$ cat config.mk
export PLATFORM = sky130hd
export DESIGN_NAME = sr_sipo_deser
export DESIGN_NICKNAME = d
export VERILOG_FILES = /design/src/rtl/sr_pkg.sv /design/src/rtl/sr_sipo_shift.sv /design/src/rtl/sr_sipo_deser.sv
export SDC_FILE = /design/constraint.sdc
export NUM_CORES = 1
export LEC_CHECK = 0
export BUFFER_PORTS_ARGS = -buffer_cell sky130_fd_sc_hd__buf_2
export CORE_MARGIN = 5
export CORE_UTILIZATION = 45
export DETAILED_ROUTE_END_ITERATION = 10
export PLACE_DENSITY = 0.79
export SYNTH_ARGS = -nofsm -noshare
export SYNTH_HDL_FRONTEND = slang
export SYNTH_HIERARCHICAL = 1
export SYNTH_SLANG_ARGS = --single-unit
$ cat constraint.sdc
create_clock -name clk -period 4.3 [get_ports clk]
set_input_delay 0 -clock clk [delete_from_list [all_inputs] [get_ports clk]]
set_output_delay 0 -clock clk [all_outputs]
set_load 0.02 [all_outputs]
$ cat src/rtl/sr_pkg.sv
// Shared definitions for the serial-in/parallel-out deserializer.
// Holds the FSM state type and the default word width.
package sr_pkg;

    localparam int SR_WIDTH = 8;

    typedef enum logic {
        IDLE  = 1'b0,
        SHIFT = 1'b1
    } sr_state_t;

endpackage

$ cat src/rtl/sr_sipo_shift.sv
// WIDTH-bit MSB-first shift register with shift enable and synchronous clear.
// next_word is the value the register takes on an enabled edge.
module sr_sipo_shift
    import sr_pkg::*;
#(
    parameter int WIDTH = SR_WIDTH
) (
    input  logic           clk,
    input  logic           reset,
    input  logic           shift_en,
    input  logic           clear,
    input  logic           din,
    output logic [WIDTH:1] next_word
);

    logic [WIDTH:1] sr;

    // The word completing on this edge is also handed to the output register.
    assign next_word = (sr << 1) | {{(WIDTH-1){1'b0}}, din};

    always_ff @(posedge clk or posedge reset) begin
        if (reset) begin
            sr <= '0;
        end else if (clear) begin
            sr <= '0;
        end else if (shift_en) begin
            sr <= next_word;
        end
    end

endmodule

$ cat src/rtl/sr_sipo_deser.sv
// Serial-to-parallel deserializer: counts bits into words, then offers each
// completed word to a valid/ready output register with a sticky overrun flag.
module sr_sipo_deser
    import sr_pkg::*;
#(
    parameter int WIDTH = SR_WIDTH
) (
    input  logic                     clk,
    input  logic                     reset,
    input  logic                     din,
    input  logic                     din_valid,
    input  logic                     clear,
    output logic [WIDTH:1]           q,
    output logic                     q_valid,
    input  logic                     q_ready,
    output logic                     busy,
    output logic [$clog2(WIDTH):1]   bit_cnt,
    output logic                     overrun
);

    localparam int CW = $clog2(WIDTH);
    localparam logic [CW:1] LAST_CNT = CW'(WIDTH - 1);

    sr_state_t      state;
    sr_state_t      state_next;
    logic [CW:1]    cnt_next;
    logic           word_done;
    logic           shift_en;
    logic           load_q;
    logic [WIDTH:1] next_word;

    // clear wins over a simultaneous din_valid, so that bit never shifts in.
    assign shift_en = din_valid && !clear;
    assign load_q   = word_done && (!q_valid || q_ready);
    assign busy     = (state == SHIFT);

    sr_sipo_shift #(
        .WIDTH (WIDTH)
    ) u_shift (
        .clk       (clk),
        .reset     (reset),
        .shift_en  (shift_en),
        .clear     (clear),
        .din       (din),
        .next_word (next_word)
    );

    always_ff @(posedge clk or posedge reset) begin
        if (reset) begin
            state   <= IDLE;
            bit_cnt <= '0;
        end else begin
            state   <= state_next;
            bit_cnt <= cnt_next;
        end
    end

    always_comb begin
        state_next = state;
        cnt_next   = bit_cnt;
        word_done  = 1'b0;
        if (clear) begin
            state_next = IDLE;
            cnt_next   = '0;
        end else if (din_valid) begin
            if (bit_cnt == LAST_CNT) begin
                state_next = IDLE;
                cnt_next   = '0;
                word_done  = 1'b1;
            end else begin
                state_next = SHIFT;
                cnt_next   = bit_cnt + CW'(1);
            end
        end
    end

    // A word arriving while the consumer stalls is dropped and flagged.
    always_ff @(posedge clk or posedge reset) begin
        if (reset) begin
            q       <= '0;
            q_valid <= 1'b0;
            overrun <= 1'b0;
        end else begin
            if (load_q) begin
                q       <= next_word;
                q_valid <= 1'b1;
            end else if (q_ready) begin
                q_valid <= 1'b0;
            end

            if (clear) begin
                overrun <= 1'b0;
            end else if (word_done && q_valid && !q_ready) begin
                overrun <= 1'b1;
            end
        end
    end

endmodule

==> flow_summary.json <==
{
  "maxSlewHeadroom_pct": 63.52,
  "drive_gt1_share_pct": 37.50,
  "wirelength_um": 1600,
  "antenna_found_initial": 0,
  "finalCritPeriodShare_pct": 42.10,
  "cts_root_buffer": "clkbuf_4",
  "use_met3_pct": 2.452,
  "max_cap_violations": 0,
  "avgSynthCellArea_sq_um": 13.55,
  "area_growth_pct": 16.22,
  "min_path_type": "input port to flip-flop",
  "fmax_ghz": 0.5523,
  "start_util_pct": 46.55,
  "setup_tns_ns": 0,
  "io_buffers": 19,
  "period_minus_slack_ns": 1.810,
  "synth_nets": 74,
  "fin_skew_ns": 0.003834,
  "crit_arrival_ns": 2.01,
  "grt_pass1_vias": 574,
  "postRouteAntennaNets": 0,
  "synth.top_cells.by_area": "dfrtp_1, mux2i_1, mux2_2",
  "num_rows": 16,
  "core_area_sq_um": 1922,
  "wl_per_cell_um": 13.91,
  "drv_slew": 0,
  "leakagePower_nw": 0.5717,
  "die-area_sq_um": 2980,
  "globalRouteMet2Util_pct": 20.08,
  "synth.top_cell.area_share_pct": 58.74,
  "gp_congestion": 0.7174,
  "place_ws_ns": 2.485,
  "drc": 0,
  "syn_area_sq_um": 894.6,
  "holdBufCountCts": 2,
  "worstPathMaxFanout": 8,
  "seq_area_frac_synth_pct": 58.74,
  "rsz0062_at_grt": "false",
  "grt.total_usage_pct": 12.32,
  "num_antenna_cells": 0,
  "synthMuxAreaShare_pct": 22.38,
  "overflow": 0,
  "finalNonFillerCells": 115,
  "place_inst": 109,
  "clock_sinks": 21,
  "synth_compound_area_share_pct": 1.678,
  "cts_buffers": 3,
  "final_hold_viol_count": 0,
  "synth-simple-area-share_pct": 9.790,
  "post_cts_buffers": 0,
  "setup_viol": 0,
  "vias_per_cell": 4.748,
  "p_per_area_nw_per_um2": 311.7,
  "vias": 546,
  "gr-usage-met1_pct": 15.36,
  "crit_path_end_kind": "flip-flop",
  "dr.pass1.iters": 4,
  "die_w_um": 54.59,
  "clk_pin_slew_ns": 0.11,
  "placed_area_sq_um": 993.5,
  "critPathKind": "flip-flop to flip-flop",
  "grt_pass1_wl_um": 2518,
  "ys_seq_elements": 21,
  "postSynthCellCount": 66,
  "grt_max_degree": 15,
  "synthAdderAreaFrac_pct": 2.797,
  "irDropWorstVdd_mv": 0.1855,
  "postLayoutCoreUtil_pct": 54.10,
  "hold_ws_ns": 0.04560,
  "yosysWarnings": 6,
  "synth.distinct_cells": 13,
  "synth_xor_area_share_pct": 0,
  "htreeDepth": 1,
  "top_usage_layer": "met2",
  "outcome": "finished clean",
  "p_total_uw": 324.1,
  "fin_nets": 97,
  "worst_setup_path_start_kind": "flip-flop",
  "final_area_sq_um": 1040,
  "die_h_um": 54.59,
  "cts_resized": 0,
  "drt_iter0_drc": 7,
  "setup_slack_ns": 2.490,
  "cp_data_required_time_ns": 4.49,
  "synth_top_family_by_area": "multiplexers",
  "dpl.hpwl_um": 1174,
  "insertion_delay_ns": 0.30,
  "tightest_slew_ns": 0.5465,
  "ioPinCount": 20,
  "yosys.area.top_type": "dfrtp_1",
  "cts_tree": "yes",
  "clk_path_buf_depth": 2
}
-- power breakdown --
part           leakage [nW]  switching, mW  internal (mW)  total (mW)
registers             0.289        0.00260          0.201       0.203
clock network        0.0150         0.0566         0.0362      0.0928
logic                 0.267         0.0171         0.0109      0.0280
total                 0.572         0.0763          0.248       0.324
-- worst max-delay path: stages (launching register included) --
cell     delay (ns)
dfrtp_1        0.40
ha_1           0.17
ha_1           0.20
inv_1          0.10
nor3b_4        0.45
mux2_2         0.39
-- worst paths after layout --
path                            cells past startpoint  slack (ns)                   start                         to
min in group asynchronous                           3        0.17                   reset  u_shift/sr[4]$_DFFE_PP0P_
worst min-delay path                                2        0.05                   clear  u_shift/sr[6]$_DFFE_PP0P_
max in group asynchronous                           3        3.66                   reset     bit_cnt[1]$_DFFE_PP0P_
worst max-delay path                                5        2.49  bit_cnt[1]$_DFFE_PP0P_           q[8]$_DFFE_PP0P_
worst min register to register                      1        0.51        q[1]$_DFFE_PP0P_           q[1]$_DFFE_PP0P_
worst max register to register                      5        2.49  bit_cnt[1]$_DFFE_PP0P_           q[8]$_DFFE_PP0P_
-- synth_stat cells (all sizes together) --
cell and instances:
dfrtp 21, nor2 13, mux2i 11, mux2 8
buf 3, inv 3, ha 2, nor2b 2
a21o 1, a31oi 1, nor3b 1
-- per-layer routing --
layer  wire [um]  vias to the layer above
met2         774                       18
met3          96                        2
met5           0                        -
met4          29                        0
li1            -                      262
met1         700                      264
-- layout make-up --
type | count | area, sq um
fill | 186 | 882.1
sequential | 21 | 525.5
multi-input combinational | 39 | 327.8
timing repair buffer | 21 | 115.1
tap | 27 | 33.78
clock buffer | 4 | 26.28
inverter | 3 | 11.26
-- kinds of logic after synthesis --
logic type / Yosys count
multiplexers: 19
buffers and inverters: 6
flip-flops: 21
AO/OA/AOI/OAI: 2
AND/OR/NAND/NOR: 16
adder cells (fa/ha/maj): 2
-- layout by cell type, fill, tap and decap left out --
master	count
a21o_2	1
dlygate4sd3_1	2
nor2b_1	1
dfrtp_1	21
mux2i_1	11
nor2_1	13
a31oi_1	1
clkbuf_1	1
inv_1	3
ha_1	2
nor2b_4	1
buf_2	19
nor3b_4	1
mux2_2	8
clkbuf_4	3
-- state kept, by name (all words and copies together) (netlist names) --
signal / flops
bit_cnt: 3
busy: 1
overrun: 1
q: 8
q_valid: 1
u_shift/sr: 7
(Power assumes the default switching activity.)
